$ cat src/rtl/common.sv
// Shared types and widths for the memory port arbiter slice.
// Contents: bus widths, store funct3 encoding, arbiter state/owner enums and
// the memory request holding-register layout.
package common;

   localparam int unsigned MEM_ADDRESS_WIDTH = 32;
   localparam int unsigned REGISTER_WIDTH    = 32;

   // Store funct3 encoding, also used as the data request access size.
   typedef enum logic [2:0] {
      SB = 3'b000,
      SH = 3'b001,
      SW = 3'b010
   } STypeFunct3;

   typedef enum logic [1:0] {
      IDLE,
      ISSUE,
      WAIT_RSP
   } arb_state_t;

   typedef enum logic {
      OWNER_FETCH,
      OWNER_DATA
   } arb_owner_t;

   typedef struct packed {
      logic [MEM_ADDRESS_WIDTH-1:0] addr;
      logic                         write;
      logic [3:0]                   wstrb;
      logic [REGISTER_WIDTH-1:0]    wdata;
   } mem_req_t;

endpackage

$ cat src/rtl/store_formatter.sv
// Combinational store formatter: derives byte strobes and lane-replicated
// write data from the store size and the low address bits.
// Ports:
//   size       - store funct3 (SB/SH/SW); other values are illegal
//   addr_lo    - address bits [1:0], select the byte lanes
//   wdata      - raw store data from the register file
//   wstrb      - byte strobes for the memory bus
//   wdata_fmt  - store data replicated across the lanes
//   misaligned - store cannot be issued (misaligned or illegal size)
module store_formatter
   import common::*;
(
   input  logic [2:0]                size,
   input  logic [1:0]                addr_lo,
   input  logic [REGISTER_WIDTH-1:0] wdata,
   output logic [3:0]                wstrb,
   output logic [REGISTER_WIDTH-1:0] wdata_fmt,
   output logic                      misaligned
);

   always_comb begin
      wstrb      = 4'b0000;
      wdata_fmt  = '0;
      misaligned = 1'b0;
      case (size)
         SB: begin
            wstrb     = 4'b0001 << addr_lo;
            wdata_fmt = {4{wdata[7:0]}};
         end
         SH: begin
            wstrb      = 4'b0011 << addr_lo;
            wdata_fmt  = {2{wdata[15:0]}};
            misaligned = addr_lo[0];
         end
         SW: begin
            wstrb      = 4'b1111;
            wdata_fmt  = wdata;
            misaligned = (addr_lo != 2'b00);
         end
         default: begin
            misaligned = 1'b1;
         end
      endcase
   end

endmodule

$ cat src/rtl/memory_port_arbiter.sv
// Arbiter sharing one single-ported memory bus between instruction fetch and
// the data memory stage. One transaction in flight; data has priority, with a
// starvation counter forcing a fetch grant after STARVE_LIMIT data grants.
// Ports:
//   clk, rst_n                              - clock, async active-low reset
//   if_req_valid/ready/addr, if_flush       - fetch request and redirect flush
//   if_rsp_valid/data                       - instruction response
//   dm_req_valid/ready/addr/write/size/wdata - data request
//   dm_rsp_valid/rdata, dm_rsp_error        - load response, store rejection
//   mem_req_valid/ready/addr/write/wstrb/wdata - memory bus request
//   mem_rsp_valid/rdata                     - memory bus read response
module memory_port_arbiter
   import common::*;
#(
   parameter int unsigned STARVE_LIMIT = 4
) (
   input  logic                         clk,
   input  logic                         rst_n,

   input  logic                         if_req_valid,
   output logic                         if_req_ready,
   input  logic [MEM_ADDRESS_WIDTH-1:0] if_req_addr,
   input  logic                         if_flush,
   output logic                         if_rsp_valid,
   output logic [REGISTER_WIDTH-1:0]    if_rsp_data,

   input  logic                         dm_req_valid,
   output logic                         dm_req_ready,
   input  logic [MEM_ADDRESS_WIDTH-1:0] dm_req_addr,
   input  logic                         dm_req_write,
   input  logic [2:0]                   dm_req_size,
   input  logic [REGISTER_WIDTH-1:0]    dm_req_wdata,
   output logic                         dm_rsp_valid,
   output logic [REGISTER_WIDTH-1:0]    dm_rsp_rdata,
   output logic                         dm_rsp_error,

   output logic                         mem_req_valid,
   input  logic                         mem_req_ready,
   output logic [MEM_ADDRESS_WIDTH-1:0] mem_req_addr,
   output logic                         mem_req_write,
   output logic [3:0]                   mem_req_wstrb,
   output logic [REGISTER_WIDTH-1:0]    mem_req_wdata,
   input  logic                         mem_rsp_valid,
   input  logic [REGISTER_WIDTH-1:0]    mem_rsp_rdata
);

   localparam int unsigned CntW = (STARVE_LIMIT < 1) ? 1 : $clog2(STARVE_LIMIT + 1);
   localparam logic [CntW-1:0] CntMax = CntW'(STARVE_LIMIT);

   arb_state_t      state;
   arb_owner_t      owner;
   mem_req_t        hold;
   logic [CntW-1:0] starve_cnt;
   logic            drop;

   logic                      grant_fetch;
   logic                      grant_data;
   logic                      if_hs;
   logic                      dm_hs;
   logic [3:0]                fmt_wstrb;
   logic [REGISTER_WIDTH-1:0] fmt_wdata;
   logic                      fmt_misaligned;
   logic                      flush_hit;

   // Fetch addresses are word aligned on the bus; low bits are dropped.
   logic unused_if_addr_lo;
   assign unused_if_addr_lo = ^if_req_addr[1:0];

   store_formatter u_store_formatter (
      .size       (dm_req_size),
      .addr_lo    (dm_req_addr[1:0]),
      .wdata      (dm_req_wdata),
      .wstrb      (fmt_wstrb),
      .wdata_fmt  (fmt_wdata),
      .misaligned (fmt_misaligned)
   );

   // Fetch wins only when alone or when it has waited out the starvation limit.
   assign grant_fetch = if_req_valid && (!dm_req_valid || (starve_cnt == CntMax));
   assign grant_data  = dm_req_valid && !grant_fetch;

   assign if_req_ready = (state == IDLE) && grant_fetch;
   assign dm_req_ready = (state == IDLE) && grant_data;
   assign if_hs        = if_req_ready;
   assign dm_hs        = dm_req_ready;

   assign flush_hit = if_flush && (owner == OWNER_FETCH);

   assign mem_req_valid = (state == ISSUE);
   assign mem_req_addr  = hold.addr;
   assign mem_req_write = hold.write;
   assign mem_req_wstrb = hold.wstrb;
   assign mem_req_wdata = hold.wdata;

   always_ff @(posedge clk or negedge rst_n) begin
      if (!rst_n) begin
         state        <= IDLE;
         owner        <= OWNER_FETCH;
         hold         <= '0;
         starve_cnt   <= '0;
         drop         <= 1'b0;
         if_rsp_valid <= 1'b0;
         if_rsp_data  <= '0;
         dm_rsp_valid <= 1'b0;
         dm_rsp_rdata <= '0;
         dm_rsp_error <= 1'b0;
      end else begin
         if_rsp_valid <= 1'b0;
         dm_rsp_valid <= 1'b0;
         dm_rsp_error <= 1'b0;
         case (state)
            IDLE: begin
               drop <= 1'b0;
               if (if_hs) begin
                  owner      <= OWNER_FETCH;
                  hold       <= '{addr:  {if_req_addr[MEM_ADDRESS_WIDTH-1:2], 2'b00},
                                  write: 1'b0,
                                  wstrb: 4'b0000,
                                  wdata: '0};
                  starve_cnt <= '0;
                  state      <= ISSUE;
               end else if (dm_hs) begin
                  if (if_req_valid && (starve_cnt != CntMax)) begin
                     starve_cnt <= starve_cnt + CntW'(1);
                  end
                  if (dm_req_write && fmt_misaligned) begin
                     // Accepted but never issued; report back and stay idle.
                     dm_rsp_error <= 1'b1;
                  end else begin
                     owner <= OWNER_DATA;
                     hold  <= '{addr:  {dm_req_addr[MEM_ADDRESS_WIDTH-1:2], 2'b00},
                                write: dm_req_write,
                                wstrb: dm_req_write ? fmt_wstrb : 4'b0000,
                                wdata: dm_req_write ? fmt_wdata : '0};
                     state <= ISSUE;
                  end
               end
            end
            ISSUE: begin
               if (flush_hit) begin
                  drop <= 1'b1;
               end
               if (mem_req_ready) begin
                  state <= hold.write ? IDLE : WAIT_RSP;
               end
            end
            WAIT_RSP: begin
               if (mem_rsp_valid) begin
                  state <= IDLE;
                  drop  <= 1'b0;
                  if (owner == OWNER_FETCH) begin
                     // A flush in the response cycle also kills the word.
                     if (!drop && !if_flush) begin
                        if_rsp_valid <= 1'b1;
                        if_rsp_data  <= mem_rsp_rdata;
                     end
                  end else begin
                     dm_rsp_valid <= 1'b1;
                     dm_rsp_rdata <= mem_rsp_rdata;
                  end
               end else if (flush_hit) begin
                  drop <= 1'b1;
               end
            end
            default: begin
               state <= IDLE;
            end
         endcase
      end
   end

endmodule

$ cat config.mk
export PLATFORM = sky130hd
export DESIGN_NAME = memory_port_arbiter
export DESIGN_NICKNAME = d
export VERILOG_FILES = /design/src/rtl/common.sv /design/src/rtl/store_formatter.sv /design/src/rtl/memory_port_arbiter.sv
export SDC_FILE = /design/constraint.sdc
export NUM_CORES = 1
export LEC_CHECK = 0
export BUFFER_PORTS_ARGS = -buffer_cell sky130_fd_sc_hd__buf_2
export CAP_MARGIN = 20
export CORE_UTILIZATION = 48
export CTS_CLUSTER_DIAMETER = 150
export CTS_CLUSTER_SIZE = 20
export DETAILED_ROUTE_END_ITERATION = 8
export GPL_TIMING_DRIVEN = 1
export PLACE_DENSITY = 0.85
export SYNTH_ARGS = -nofsm -noshare
export SYNTH_HDL_FRONTEND = slang
export SYNTH_SLANG_ARGS = --single-unit
export TNS_END_PERCENT = 10
$ cat constraint.sdc
create_clock -name clk -period 2.3 [get_ports clk]
set_input_delay 0.345 -clock clk [delete_from_list [all_inputs] [get_ports clk]]
set_output_delay 0.345 -clock clk [all_outputs]
set_load 0.03 [all_outputs]
-- Word-level counts from Yosys, hierarchy flattened
Cells that the tools add are included.
- output and inout port bits: 139
- register bits after elaboration: 143
- input port bits: 139
- word-level logic and storage cells: 87
- eq/ne operators: 11
- multiplexer cells: 35
- add/subtract/negate cells: 1
- bitwise gates (word level): 1
- reduce and logical (&&, ||, !) cells: 24
- shifts and indexed selects: 2
- operators with widths (operator ; number):
    2-to-1 mux 69 bit ; 3
    case mux 32 bit (3 select lines) ; 1
    2-to-1 mux 32 bit ; 1
    2-to-1 mux 1 bit ; 16
    2-to-1 mux 2 bit ; 6
    case mux 4 bit (3 select lines) ; 1
    2-to-1 mux 3 bit ; 3
    != test 3 bit (second input constant) ; 3
    AND reduction 3 bit ; 3
    logical AND 1 bit ; 8
    AND reduction 4 bit ; 2
    case mux 1 bit (3 select lines) ; 2
    case mux 2 bit (3 select lines) ; 1
    nonzero test 2 bit ; 3
    zero test 1 bit ; 4
    2-to-1 mux 4 bit ; 1
    != test 2 bit (second input constant) ; 2
    << shifter 1 x 2 -> 4 bit (first input constant) ; 1
    << shifter 2 x 2 -> 4 bit (first input constant) ; 1
    adder 3 x 1 -> 3 bit (second input constant) ; 1
    equality test 3 x 1 -> 1 bit (second input constant) ; 1
    equality test 3 x 2 -> 1 bit (second input constant) ; 1
    equality test 3 bit (second input constant) ; 1
    zero test 3 bit ; 1
    7 further kinds ; 7

-- Logic depth before layout (Yosys ltp)
- depth after elaboration: 9
- gate-level depth with buffers: 9
- gate-level depth less buffers: 6

-- Cells and area by module
From an unflattened synthesis, not the netlist that was laid out.
- cell total of the unflattened synthesis: 505
- area, all modules: 6414.9 µm²
- modules (own cells, without submodules) (module ; times used ; area an instance (µm²) ; cells each ; seq. area each (µm²)):
    memory_port_arbiter ; 1 ; 5700.5 ; 406 ; 3528.4
    store_formatter ; 1 ; 714.4 ; 99 ; 0.0

-- Least setup slack after synthesis
No wires, ideal clock.
- path kind: flip-flop to flip-flop
- start point: register state[1]
- end point: register hold, in the netlist mem_req_addr[23]
- setup slack: 0.242 ns
- period minus slack after synthesis: 2.058 ns
- setup time: 0.080 ns
- path buffers: 1
- data required time: 2.220 ns
- data arrival time: 1.978 ns
- stages on the path, launching flop included: 8
- path through: dfrtp_1 > inv_1 > ha_1 > nand2_1 > nor2_2 > clkbuf_1 > o31ai_1 > a2bb2oi_1
- longest elaborated chain between the ends: 4
- elaborated cells on any way between the ends: 7
- classes of those cells: 1 x eq/ne; 1 x mux; 5 x reduce/logical
- RTL lines (item ; RTL line ; text):
    start: declaration ; memory_port_arbiter.sv:50 ; arb_state_t state;
    start signal: assignment ; memory_port_arbiter.sv:144 ; state <= hold.write ? IDLE : WAIT_RSP;
    zero test 2 bit (*) ; memory_port_arbiter.sv:82 ; assign if_req_ready = (state == IDLE) && grant_fetch;
    logical AND 1 bit (*) ; memory_port_arbiter.sv:82 ;
    net if_req_ready ; memory_port_arbiter.sv:21 ; output logic if_req_ready,
    != test 2 bit (no line) / nonzero test 2 bit (equally long branches) ; - ;
    AND reduction 3 bit (no line) ; - ;
    end signal: assignment ; memory_port_arbiter.sv:116 ; hold <= '{addr: {if_req_addr[MEM_ADDRESS_WIDTH-1:2], 2'b00},
    end signal: assignment ; memory_port_arbiter.sv:131 ; hold <= '{addr: {dm_req_addr[MEM_ADDRESS_WIDTH-1:2], 2'b00},
    end: declaration ; memory_port_arbiter.sv:52 ; mem_req_t hold;
The timed path passes the listed nets; every way through them passes the cells marked *.
A chain may end at the register's enable or synchronous reset.

-- Worst setup path in the final report
- start point: register state[1]
- end point: output if_req_ready
- longest elaborated chain between the ends: 2
- RTL lines (item ; RTL line):
    zero test 2 bit ; memory_port_arbiter.sv:82
    logical AND 1 bit ; memory_port_arbiter.sv:82
    end: declaration ; memory_port_arbiter.sv:21
Every way passes these cells.

==> flow_summary_export.csv <==
group,metric,value,unit
yosys,seq_area_frac_synth,0.562,
detailed_routing,firstDrtPassIters,5,
timing,skew,0.00976,ns
finish,fin_area,8480,µm²
yosys,synth_edf_count,0,
detailed_routing,routed-via-count,5277,
timing,finalSetupViolations,0,
finish,drive_gt1_frac,0.508,
global_route,grt_use_total,0.252,
clocking,cts_setup_buffers,0,
timing,slew_headroom,0.651,
global_route,antenna_found_initial,1,
run,cap_violations,0,
timing,maxSlewViolCount,0,
clocking,cts-root-buf,"clkbuf_16",
worst_setup_path,r2r_cells,6,
detailed_routing,final_antenna_net_count,0,
timing,finalHoldViolCount,0,
yosys,dominantRegCellSynth,"dfrtp_1",
floorplanning,dieArea,13500,µm²
timing,fmaxAchievable,467,MHz
finish,fin_nets,917,
timing,fin_setup_tns,0,ns
detailed_routing,wire_per_inst,17.3,µm
yosys,ys_types,43,
placement,dp.cells,924,
yosys,yosysTopAreaCellShare,0.562,
global_route,grt_pass1_vias,5370,
worst_setup_path,reg2reg_from,"state[1]$_DFFE_PN0P_",
placement,placed_cell_area,7850,µm²
pwr,power.density,1550,nW/µm²
min_path,holdPathEnd,"mem_req_wdata[0]$_DFFE_PN0P_",
min_path,min_path_cells,2,
worst_setup_path,rr_endpoint,"mem_req_wdata[23]$_DFFE_PN0P_",
clocking,htree_num_levels,4,
global_route,overflow,0,
global_route,grt_max_degree,53,
clocking,cts_buffers,17,
worst_setup_path,worstPathRequired,1.96,ns
worst_setup_path,cp-start-kind,"flip-flop",
yosys,ys_warn_count,0,
placement,port_buffers,273,
yosys,syn_area,6280,µm²
floorplanning,ios,278,
worst_setup_path,arrival,1.80,ns
clocking,clk_pin_slew,0.06,ns
clocking,clock_path_buffers,2,
detailed_routing,routed_wl,16500,µm
placement,dp_hpwl,11900,µm
yosys,syn_avg_cell_area,12.5,µm²
clocking,cts_tree,"done",
yosys,netlist_instances,504,
finish,area_growth,35.0,%
timing,fin_crit,2.14,ns
min_path,min_from,"dm_req_wdata[0]",
floorplanning,fp.dieW,116,µm
run_status,status,"completed",
clocking,clk_latency,0.41,ns
floorplanning,core,12700,µm²
floorplanning,die_h,116,µm
placement,place_congestion,0.818,
worst_setup_path,worstPathMaxFanout,7,
pwr,total_power,0.0131,W
floorplanning,num_rows,41,
timing,tightest_slew,0.523,ns
finish,diodes,0,
clocking,clock_sinks,141,
floorplanning,start_util,0.496,
timing,fin_hold_ws,0.174,ns
worst_setup_path,crit_type,"reg -> out",
finish,stdcell_count,957,
timing,fin_crit_sh,0.932,
detailed_routing,drc,0,
global_route,grt_first_pass_wirelength,26200,µm
worst_setup_path,r2r_setup_slack,0.35,ns
worst_setup_path,critPathCaptureType,"primary output",
pwr,ir_drop,991,µV
yosys,ys_ff_latch,141,
yosys,synth_area_leader_cell,"dfrtp_1",
detailed_routing,drtIter0Drc,370,
timing,rsz0062_at_grt,"no",
pwr,power.leakage,4.19,nW
yosys,synth.area.top_cells,"dfrtp_1 (56%), mux2_2 (11%), a2bb2oi_1 (4.2%)",
detailed_routing,vias_per_cell,5.51,
min_path,hp-class,"in -> reg",
yosys,postSynth.asyncResetShare,1.00,
==> critical path, stage by stage, from the launching register on <==
cell and delay (ns):
dfrtp_1 0.42, inv_1 0.14, ha_2 0.26, nand2_1 0.12, nor2_4 0.20, buf_2 0.26
==> placed cells by master, fill, tap and decap left out, drive strengths merged, types with 2 or more instances in the layout <==
cell	instances
o2bb2ai	9
a211oi	2
nor2b	13
ha	6
inv	10
o31ai	30
mux2	64
o21a	4
a31oi	2
a21oi	27
buf	289
conb	2
nand2	17
clkinvlp	3
nor2	4
nand4	2
dfrtp	141
a2bb2oi	30
nor3b	3
o22ai	2
or3	32
nor4	2
clkbuf	22
clkinv	3
o21ai	23
bufinv	3
a22o	28
==> final cells by class <==
class | instances | area [µm²]
repair buffers | 290 | 1550
inverters | 9 | 33.8
well taps | 172 | 215
clock inverters | 10 | 136
fillers | 958 | 4200
flip-flops and latches | 141 | 3530
multi-input cells | 313 | 2530
clock buffers | 22 | 474
==> cell families (layout without fill, tap and decap cells) <==
kind of cell | after synthesis | in the layout | synth area share
adders and majority gates | 6 | 6 | 0.0120
AOI/OAI and AO/OA | 165 | 165 | 0.202
and+or+nand+nor | 76 | 76 | 0.0705
muxes | 64 | 64 | 0.115
other | 1 | 2 | 0.000597
buffers and inverters | 51 | 331 | 0.0385
DFF | 141 | 141 | 0.562
==> layer usage <==
metal	GRT usage	up-vias	share of wire
li1	-	2434	-
met1	0.301	2571	0.41
met2	0.427	237	0.50
met3	0.0799	35	0.071
met4	0.0957	0	0.020
met5	0	-	0
==> report_power, final <==
part | internal [W] | switching [W]
Sequential | 0.00364 | 0.000666
Clock | 0.00179 | 0.00101
Combinational | 0.00210 | 0.00389
==> Yosys cell counts, types with 6 or more instances <==
library cell	n
a22o_1	28
mux2_2	64
inv_1	9
o21ai_0	22
buf_2	10
a2bb2oi_1	30
dfrtp_1	141
or3_1	31
nor2b_1	13
a21oi_1	27
o2bb2ai_2	8
nand2_1	17
ha_1	6
o31ai_1	30
clkbuf_1	21
==> how the worst max path moves through the flow <==
stage,startpoint,to,depth (start not counted)
6_report,state[1]$_DFFE_PN0P_,if_req_ready,5
5_1_grt,state[1]$_DFFE_PN0P_,if_req_ready,5
4_1_cts,state[1]$_DFFE_PN0P_,if_req_ready,5
3_5_place_dp,state[1]$_DFFE_PN0P_,mem_req_addr[10]$_DFFE_PN0P_,7
3_3_place_gp,state[1]$_DFFE_PN0P_,mem_req_wdata[14]$_DFFE_PN0P_,7
2_1_floorplan,state[1]$_DFFE_PN0P_,mem_req_addr[23]$_DFFE_PN0P_,7
==> through the flow <==
stage	setup slack, ns	utilization
after detailed placement	0.268	0.619
after floorplan	0.242	-
final	0.157	0.669
after global placement	0.351	0.619
after CTS	0.0719	0.669
after global routing	0.0206	0.669
==> registers in the layout, summed over array words and instances, names as in the netlist <==
name and flops:
mem_req_write 1, starve_cnt 3, dm_rsp_valid 1, owner 1, if_rsp_valid 1, if_rsp_data 32, dm_rsp_rdata 32, mem_req_wdata 32
state 2, mem_req_wstrb 4, dm_rsp_error 1, mem_req_addr 30, drop 1
==> repair_timing <==
item,in CTS,in global routing
hold buffers,1,0
gates resized for setup,1,1
endpoints found under the hold margin,50,0
endpoints found under the setup margin,1,1
(Power assumes the default switching activity.)
